### config.mk
export PLATFORM = sky130hd
export DESIGN_NAME = stim_pattern_enc
export DESIGN_NICKNAME = d
export VERILOG_FILES = /design/src/rtl/stim_pkg.sv /design/src/rtl/stim_pattern_enc.sv
export SDC_FILE = /design/constraint.sdc
export NUM_CORES = 1
export LEC_CHECK = 0
export ABC_AREA = 1
export CAP_MARGIN = 20
export CORE_AREA = 2 2 39 41
export DETAILED_ROUTE_END_ITERATION = 10
export DIE_AREA = 0 0 41 43
export PLACE_DENSITY = 0.47
export SLEW_MARGIN = 40
export SYNTH_ARGS = -nofsm -noshare
export SYNTH_HDL_FRONTEND = slang
export SYNTH_SLANG_ARGS = --single-unit
### constraint.sdc
create_clock -name vclk -period 1.8
set_input_delay 0.36 -clock vclk [all_inputs]
set_output_delay 0.36 -clock vclk [all_outputs]
set_load 0.1 [all_outputs]
### src/rtl/stim_pkg.sv
// Shared encodings and the golden reduction for the stimulus sweep checker.
package stim_pkg;

    // Sweep sequence selection
    localparam logic [1:0] MODE_BIN     = 2'b00;
    localparam logic [1:0] MODE_GRAY    = 2'b01;
    localparam logic [1:0] MODE_WALK    = 2'b10;
    localparam logic [1:0] MODE_BIN_ALT = 2'b11;

    // Golden reduction selection
    localparam logic [1:0] FUNC_OR  = 2'b00;
    localparam logic [1:0] FUNC_AND = 2'b01;
    localparam logic [1:0] FUNC_XOR = 2'b10;
    localparam logic [1:0] FUNC_NOR = 2'b11;

    typedef enum logic [1:0] {
        ST_IDLE  = 2'd0,
        ST_DRIVE = 2'd1,
        ST_DONE  = 2'd2
    } state_t;

    // Reduction over the low 'width' bits of pat; upper bits are ignored so
    // AND is not polluted by the zero padding.
    function automatic logic golden(input logic [15:0] pat, input int width,
                                    input logic [1:0] func);
        logic r_or;
        logic r_and;
        logic r_xor;
        logic r;
        r_or  = 1'b0;
        r_and = 1'b1;
        r_xor = 1'b0;
        for (int i = 0; i < 16; i++) begin
            if (i < width) begin
                r_or  = r_or  | pat[i];
                r_and = r_and & pat[i];
                r_xor = r_xor ^ pat[i];
            end
        end
        case (func)
            FUNC_OR:  r = r_or;
            FUNC_AND: r = r_and;
            FUNC_XOR: r = r_xor;
            FUNC_NOR: r = ~r_or;
            default:  r = r_or;
        endcase
        return r;
    endfunction

endpackage

### src/rtl/stim_pattern_enc.sv
// Maps a sweep index and sequence mode to the stimulus pattern and a last-index flag.
module stim_pattern_enc
    import stim_pkg::*;
#(
    parameter int WIDTH = 4
) (
    input  logic [WIDTH:0]   idx,
    input  logic [1:0]       mode,
    output logic [WIDTH-1:0] pattern,
    output logic             last
);

    // Pattern and terminal index for the selected sequence
    always_comb begin
        pattern = idx[WIDTH-1:0];
        last    = (idx == {1'b0, {WIDTH{1'b1}}});
        case (mode)
            MODE_BIN, MODE_BIN_ALT: begin
                pattern = idx[WIDTH-1:0];
            end
            MODE_GRAY: begin
                pattern = idx[WIDTH-1:0] ^ idx[WIDTH:1];
            end
            MODE_WALK: begin
                for (int b = 0; b < WIDTH; b++) begin
                    pattern[b] = (idx == (WIDTH+1)'(b));
                end
                last = (idx == (WIDTH+1)'(WIDTH - 1));
            end
            default: begin
                pattern = idx[WIDTH-1:0];
            end
        endcase
    end

endmodule

Yosys cells after proc, flatten, opt, wreduce, memory -nomap -nowiden
Index checks and enable logic that the tools add are counted.
Word-level totals
  register bits: 0
  output and inout port bits: 5
Operators by class
  equality and inequality tests: 7
  multiplexer cells: 2
  bitwise gates (word level): 1
  reductions and logical operators: 3
Operator list (number)
  case mux 4 bit (3 select lines): 1
  equality test 5 x 2 -> 1 bit, second input constant: 2
  equality test 5 x 1 -> 1 bit, second input constant: 1
  equality test 5 x 4 -> 1 bit, second input constant: 1
  zero test 5 bit: 1
  equality test 2 bit, second input constant: 2
  XOR 4 bit: 1
  equality test 2 x 1 -> 1 bit, second input constant: 1
  zero test 2 bit: 1
  OR reduction 2 bit: 1
  2-to-1 mux 1 bit: 1

Longest topological paths before layout
Gate-level depths: netlist of the first run.
  word-level depth: 3
  mapped depth: 6
  gate-level depth less buffers: 6

Least setup slack after synthesis of the first run
No wires, ideal clock.
  path kind: input -> output
  start: input port mode[0]
  end: output port last
  arrival time: 2746 ps
  setup slack: -1306 ps
  stages: 3
  cells stage by stage: inv_1 ha_1 o21ai_0
On the way
  word-level cells in the longest chain between the ends: 2
RTL lines
  start: declaration: line stim_pattern_enc.sv:8  | input logic [1:0] mode,
  equality test 2 bit: line stim_pattern_enc.sv:17  | case (mode)
  2-to-1 mux 1 bit: line stim_pattern_enc.sv:17
  end: declaration: line stim_pattern_enc.sv:10  | output logic last
No other way between the ends.

Final worst setup path of the first run
  start: input port idx[2]
  end: output port last
On the way
  word-level cells in the longest chain between the ends: 2
RTL lines
  start: declaration: line stim_pattern_enc.sv:7  | input logic [WIDTH:0] idx,
  equality test 5 x 4 -> 1 bit / equality test 5 x 2 -> 1 bit (equally long branches): line stim_pattern_enc.sv:16, stim_pattern_enc.sv:28
  2-to-1 mux 1 bit *: line stim_pattern_enc.sv:17
Mark *: on every way between the ends. The rest lies on a longest branch, timed or not.

==> results of run 1 <==
cell type report:
| cell class | count | area [µm²] | area share |
|---|---|---|---|
| Tap cell | 16 | 20.0 | 0.0360 |
| Inverter | 9 | 36.3 | 0.0653 |
| Multi-Input combinational cell | 32 | 297 | 0.534 |
| Timing Repair Buffer | 19 | 203 | 0.365 |
cells in the final DEF (no fill, tap or decap):
cell type,netlist,routed
a21oi_4,0,2
buf_12,0,5
ha_2,0,2
a21oi_2,0,2
o21ai_1,2,2
clkbuf_2,0,4
ha_1,8,3
dlygate4sd2_1,0,3
inv_2,2,7
buf_6,0,1
o21ai_2,0,1
buf_4,0,6
nand4_1,4,4
nor2_2,0,1
nand3_1,3,3
nor2_1,2,1
nand2_2,0,2
nand2_1,8,6
ha_4,0,3
inv_1,7,1
inv_4,0,1
through the flow:
step	util	area (µm²)
final	0.401	556
after CTS	0.414	573
after floorplan	-	278
after global placement	0.376	520
after detailed placement	0.376	520
after global routing	0.401	556
routing by layer:
layer / part of all wire / GRT usage
met1: 0.48 / 0.146
met3: 0.057 / 0
met2: 0.46 / 0.150
met5: 0 / 0
met4: 0 / 0
power by group through the flow:
stage | Combinational, mW | Clock, mW | Sequential (mW)
finish | 0.231 | 0 | 0
global route | 0.243 | 0 | 0
CTS | 0.232 | 0 | 0
detailed placement | 0.217 | 0 | 0
global placement | 0.217 | 0 | 0
floorplan | 0.129 | 0 | 0
worst min-delay path: stages:
cell	delay, ns
clkbuf_2	0.10
buf_4	0.11
nand2_1	0.05
nand2_2	0.08
buf_12	0.17
cells by family after synthesis:
family / Yosys count
adder cells (fa/ha/maj): 8
AND/OR/NAND/NOR: 17
AO/OA/AOI/OAI: 7
buffers and inverters: 9
worst max-delay path by stage:
stage	cells after the start	end	startpoint	slack [ns]
3_3_place_gp	7	pattern[0]	mode[0]	-0.36
3_5_place_dp	7	pattern[0]	mode[0]	-0.37
4_1_cts	7	pattern[2]	idx[0]	0.008
5_1_grt	7	last	idx[2]	0.006
6_report	7	last	idx[2]	0.07
2_1_floorplan	3	last	mode[0]	-0.03
what timing repair did:
item,4_1_cts,5_1_grt
pin swaps,5,5
gates cloned,0,0
setup endpoints to repair,5,3
gates resized for setup,25,8
==> flow_summary.yaml, run 1 <==
outcome:
  status: "completed"
global_route:
  grt-ovfl-total: 0
  grt_use_total: 0.0939
  grt_start_max_net_pins: 7
  antenna_found_initial: 0
  grt_pass1_wl_mm: 1.20
  grt_pass1_vias: 279
floorplan:
  start_util: 0.178
  fp.dieH_um: 43
  dieArea_um2: 1760
  ios: 12
  row_count: 14
  die-width_um: 41
  core_um2: 1380
worst_setup_path:
  crit_required_ns: 1.44
  arrival_ns: 1.37
  critPathMaxFanout: 4
  max_stage_delay_ns: 0.25
  crit_family: "buffers and inverters"
  path_buf_inv: 4
  cp_cell_sequence: "dlygate4sd2_1 -> inv_2 -> ha_4 -> nand4_1 -> buf_4 -> o21ai_2 -> buf_12"
  crit_type: "in2out"
  crit_slowest_cell: "dlygate4sd2_1"
  worst_setup_path_end_kind: "output port"
  worstSetupStartpointType: "input port"
cells_and_area:
  nClkBuffers: 0
  fill_cells: 142
  stdcell_count: 76
  drive_above_1_share: 0.617
  seq_area_um2: 0
  syn_to_final_growth_pct: 125
  nFlopsAndLatches: 0
  antenna_cells: 0
  nets: 77
sta:
  fin_crit_ns: 1.73
  slew_headroom: 0.859
  final_max_slew_viol_count: 0
  finalSetupViolCount: 0
  worst_slack_ns: 0.0689
  whs_ns: 1.23
  rsz0062_at_grt: "false"
  hold_viol: 0
  setup_tns_ns: 0
  fmax_mhz: 578
  fin_crit_sh: 0.962
  tightest_slew_ns: 0.210
clocking:
  post_cts.repair.setup_buffers: 0
  ctsHoldBuffers: 0
hold_path:
  min_path_type: "in2out"
  hold-path-endpoint: "pattern[1]"
  hold_depth: 5
  min_from: "idx[1]"
pwr:
  switching_share: 0.608
  p_clk_frac: 0
  power_uw: 231
  worst_ir_drop_vdd_uv: 253
  seqPwrFrac: 0
  power_density_nw_per_um2: 415
  combPwrFrac: 1.000
  p_sw_uw: 140
  p_int_uw: 90.4
  p_leak_nw: 0.261
job:
  drv_cap: 0
detailed_routing:
  drtIter0Drc: 0
  routed_wl_um: 689
  viasPerCell: 4.16
  vias: 316
  antenna_left: 0
  wl_per_cell_um: 9.07
  dr.pass1.iters: 1
  drc: 0
synth:
  synthCells: 41
  seq_area_frac_synth: 0
  synth_cell_type_count: 10
  yosys.area.top_type: "ha_1"
  synth_fa_ha_area_frac: 0.406
  yosys.area_share.simple: 0.315
  mappedNetlistNets: 56
  postSynthAreaPerCell_um2: 6.01
  netlist_area_um2: 246
  synth_area_leaders: "ha_1, nand2_1, inv_1"
  synth_compound_area_frac: 0.142
  yosys-top-cells-count: "ha_1, nand2_1, inv_1, a21oi_1, nand4_1"
  netlist.area_leader.share: 0.406
  synth_top_family_by_area: "adder cells"
  synth.area.mux_share: 0
  synth_xor_area_frac: 0
  yosysWarnings: 0
placement:
  dp_hpwl_um: 550
  gp_congestion: 0.767
  numPlacedInstances: 76
  dp_slack_ns: -0.367
  port_buffers: 12
Power figures use the tool's default switching activity.
==> run 2, diff against run 1 <==
--- a/config.mk
+++ b/config.mk
@@ -10,7 +10,8 @@
 export CORE_AREA = 2 2 39 41
 export DETAILED_ROUTE_END_ITERATION = 10
 export DIE_AREA = 0 0 41 43
-export PLACE_DENSITY = 0.47
+export DONT_BUFFER_PORTS = 1
+export PLACE_DENSITY = 0.35
 export SLEW_MARGIN = 40
 export SYNTH_ARGS = -nofsm -noshare
 export SYNTH_HDL_FRONTEND = slang
==> flow_summary.yaml, run 2 (synthesis results as in run 1) <==
outcome:
  status: "completed"
clocking:
  ctsHoldBuffers: 0
  cts_resized: 0
  post_cts.repair.setup_buffers: 0
cells_and_area:
  seq_area_um2: 0
  nFlopsAndLatches: 0
  stdcell_count: 62
  fill_cells: 150
  nets: 63
  antenna_cells: 0
  mostFrequentLayoutCells: "ha_1, inv_1, nand2_1"
  nClkBuffers: 0
  final_common_cell: "ha_1"
  syn_to_final_growth_pct: 61.4
  multi_input_area_um2: 244
  drive_above_1_share: 0.261
  utilization: 0.288
placement:
  dp_hpwl_um: 536
  gp_congestion: 0.725
  numPlacedInstances: 62
  port_buffers: 0
detailed_routing:
  wl_per_cell_um: 9.55
  drc: 0
  viasPerCell: 4.24
  vias: 263
  drtIter0Drc: 1
  antenna_left: 0
  routed_wl_um: 592
  dr.pass1.iters: 2
global_route:
  antenna_found_initial: 0
  grt_pass1_vias: 263
  grt_start_max_net_pins: 7
  grt_use_total: 0.0799
  grt_pass1_wl_mm: 1.06
  grt-ovfl-total: 0
hold_path:
  min_from: "idx[3]"
  min_path_type: "in2out"
  hold_depth: 3
sta:
  fin_crit_ns: 1.64
  finalSetupViolCount: 0
  tightest_slew_ns: 0.249
  fin_crit_sh: 0.912
  hold_viol: 0
  fmax_mhz: 609
  final_max_slew_viol_count: 0
  rsz0062_at_grt: "false"
  slew_headroom: 0.834
  whs_ns: 1.00
  setup_tns_ns: 0
floorplan:
  ios: 12
  die-width_um: 41
  row_count: 14
  fp.dieH_um: 43
  start_util: 0.178
  dieArea_um2: 1760
  core_um2: 1380
job:
  drv_cap: 0
worst_setup_path:
  arrival_ns: 1.28
  worst_setup_path_end_kind: "output port"
  crit_type: "in2out"
  crit_start: "mode[0]"
  crit_required_ns: 1.44
  worstSetupStartpointType: "input port"
  critPathMaxFanout: 6
pwr:
  worst_ir_drop_vdd_uv: 206
  p_leak_nw: 0.204
  power_density_nw_per_um2: 466
## run 2: changes by cell type in the layout (fill, tap and decap cells not counted), sizes merged
cell / delta
buf: -7
clkbuf: -4
dlygate4sd2: -3
## run 2: path summary, 6_finish.rpt
kind	endpoint	slack (ns)
setup / recovery	pattern[2]	0.16
hold / removal	pattern[3]	1.00
## run 2: per-stage QoR
stage	total power [mW]	worst slack (ns)	instance area, µm²
2_1_floorplan	0.129	-0.0310	278
3_3_place_gp	0.188	0.145	398
3_5_place_dp	0.187	0.156	398
4_1_cts	0.188	0.144	398
5_1_grt	0.196	0.0625	398
6_report	0.186	0.159	398
## run 2: cell type report
class                           instances  share of cell area
Inverter                                9              0.0849
Multi-Input combinational cell         32               0.613
Tap cell                               16              0.0503
Timing Repair Buffer                    5               0.252
## run 2: worst max-delay path: stages
cell and delay [ns]:
inv_1 0.02, ha_1 0.31, inv_1 0.16, nor2_1 0.09
a21oi_4 0.14, buf_12 0.19
## run 2: report_power, final
part / switching, mW / internal [mW] / total (mW)
sequential: 0 / 0 / 0
clock: 0 / 0 / 0
combinational: 0.122 / 0.0638 / 0.186
total: 0.122 / 0.0638 / 0.186
## run 2: routing by layer
layer	track usage	wire length, µm	up-vias
li1	-	-	146
met2	0.125	280	9
met1	0.117	238	108
met5	0	0	-
met3	0.0157	73	0
met4	0	0	0
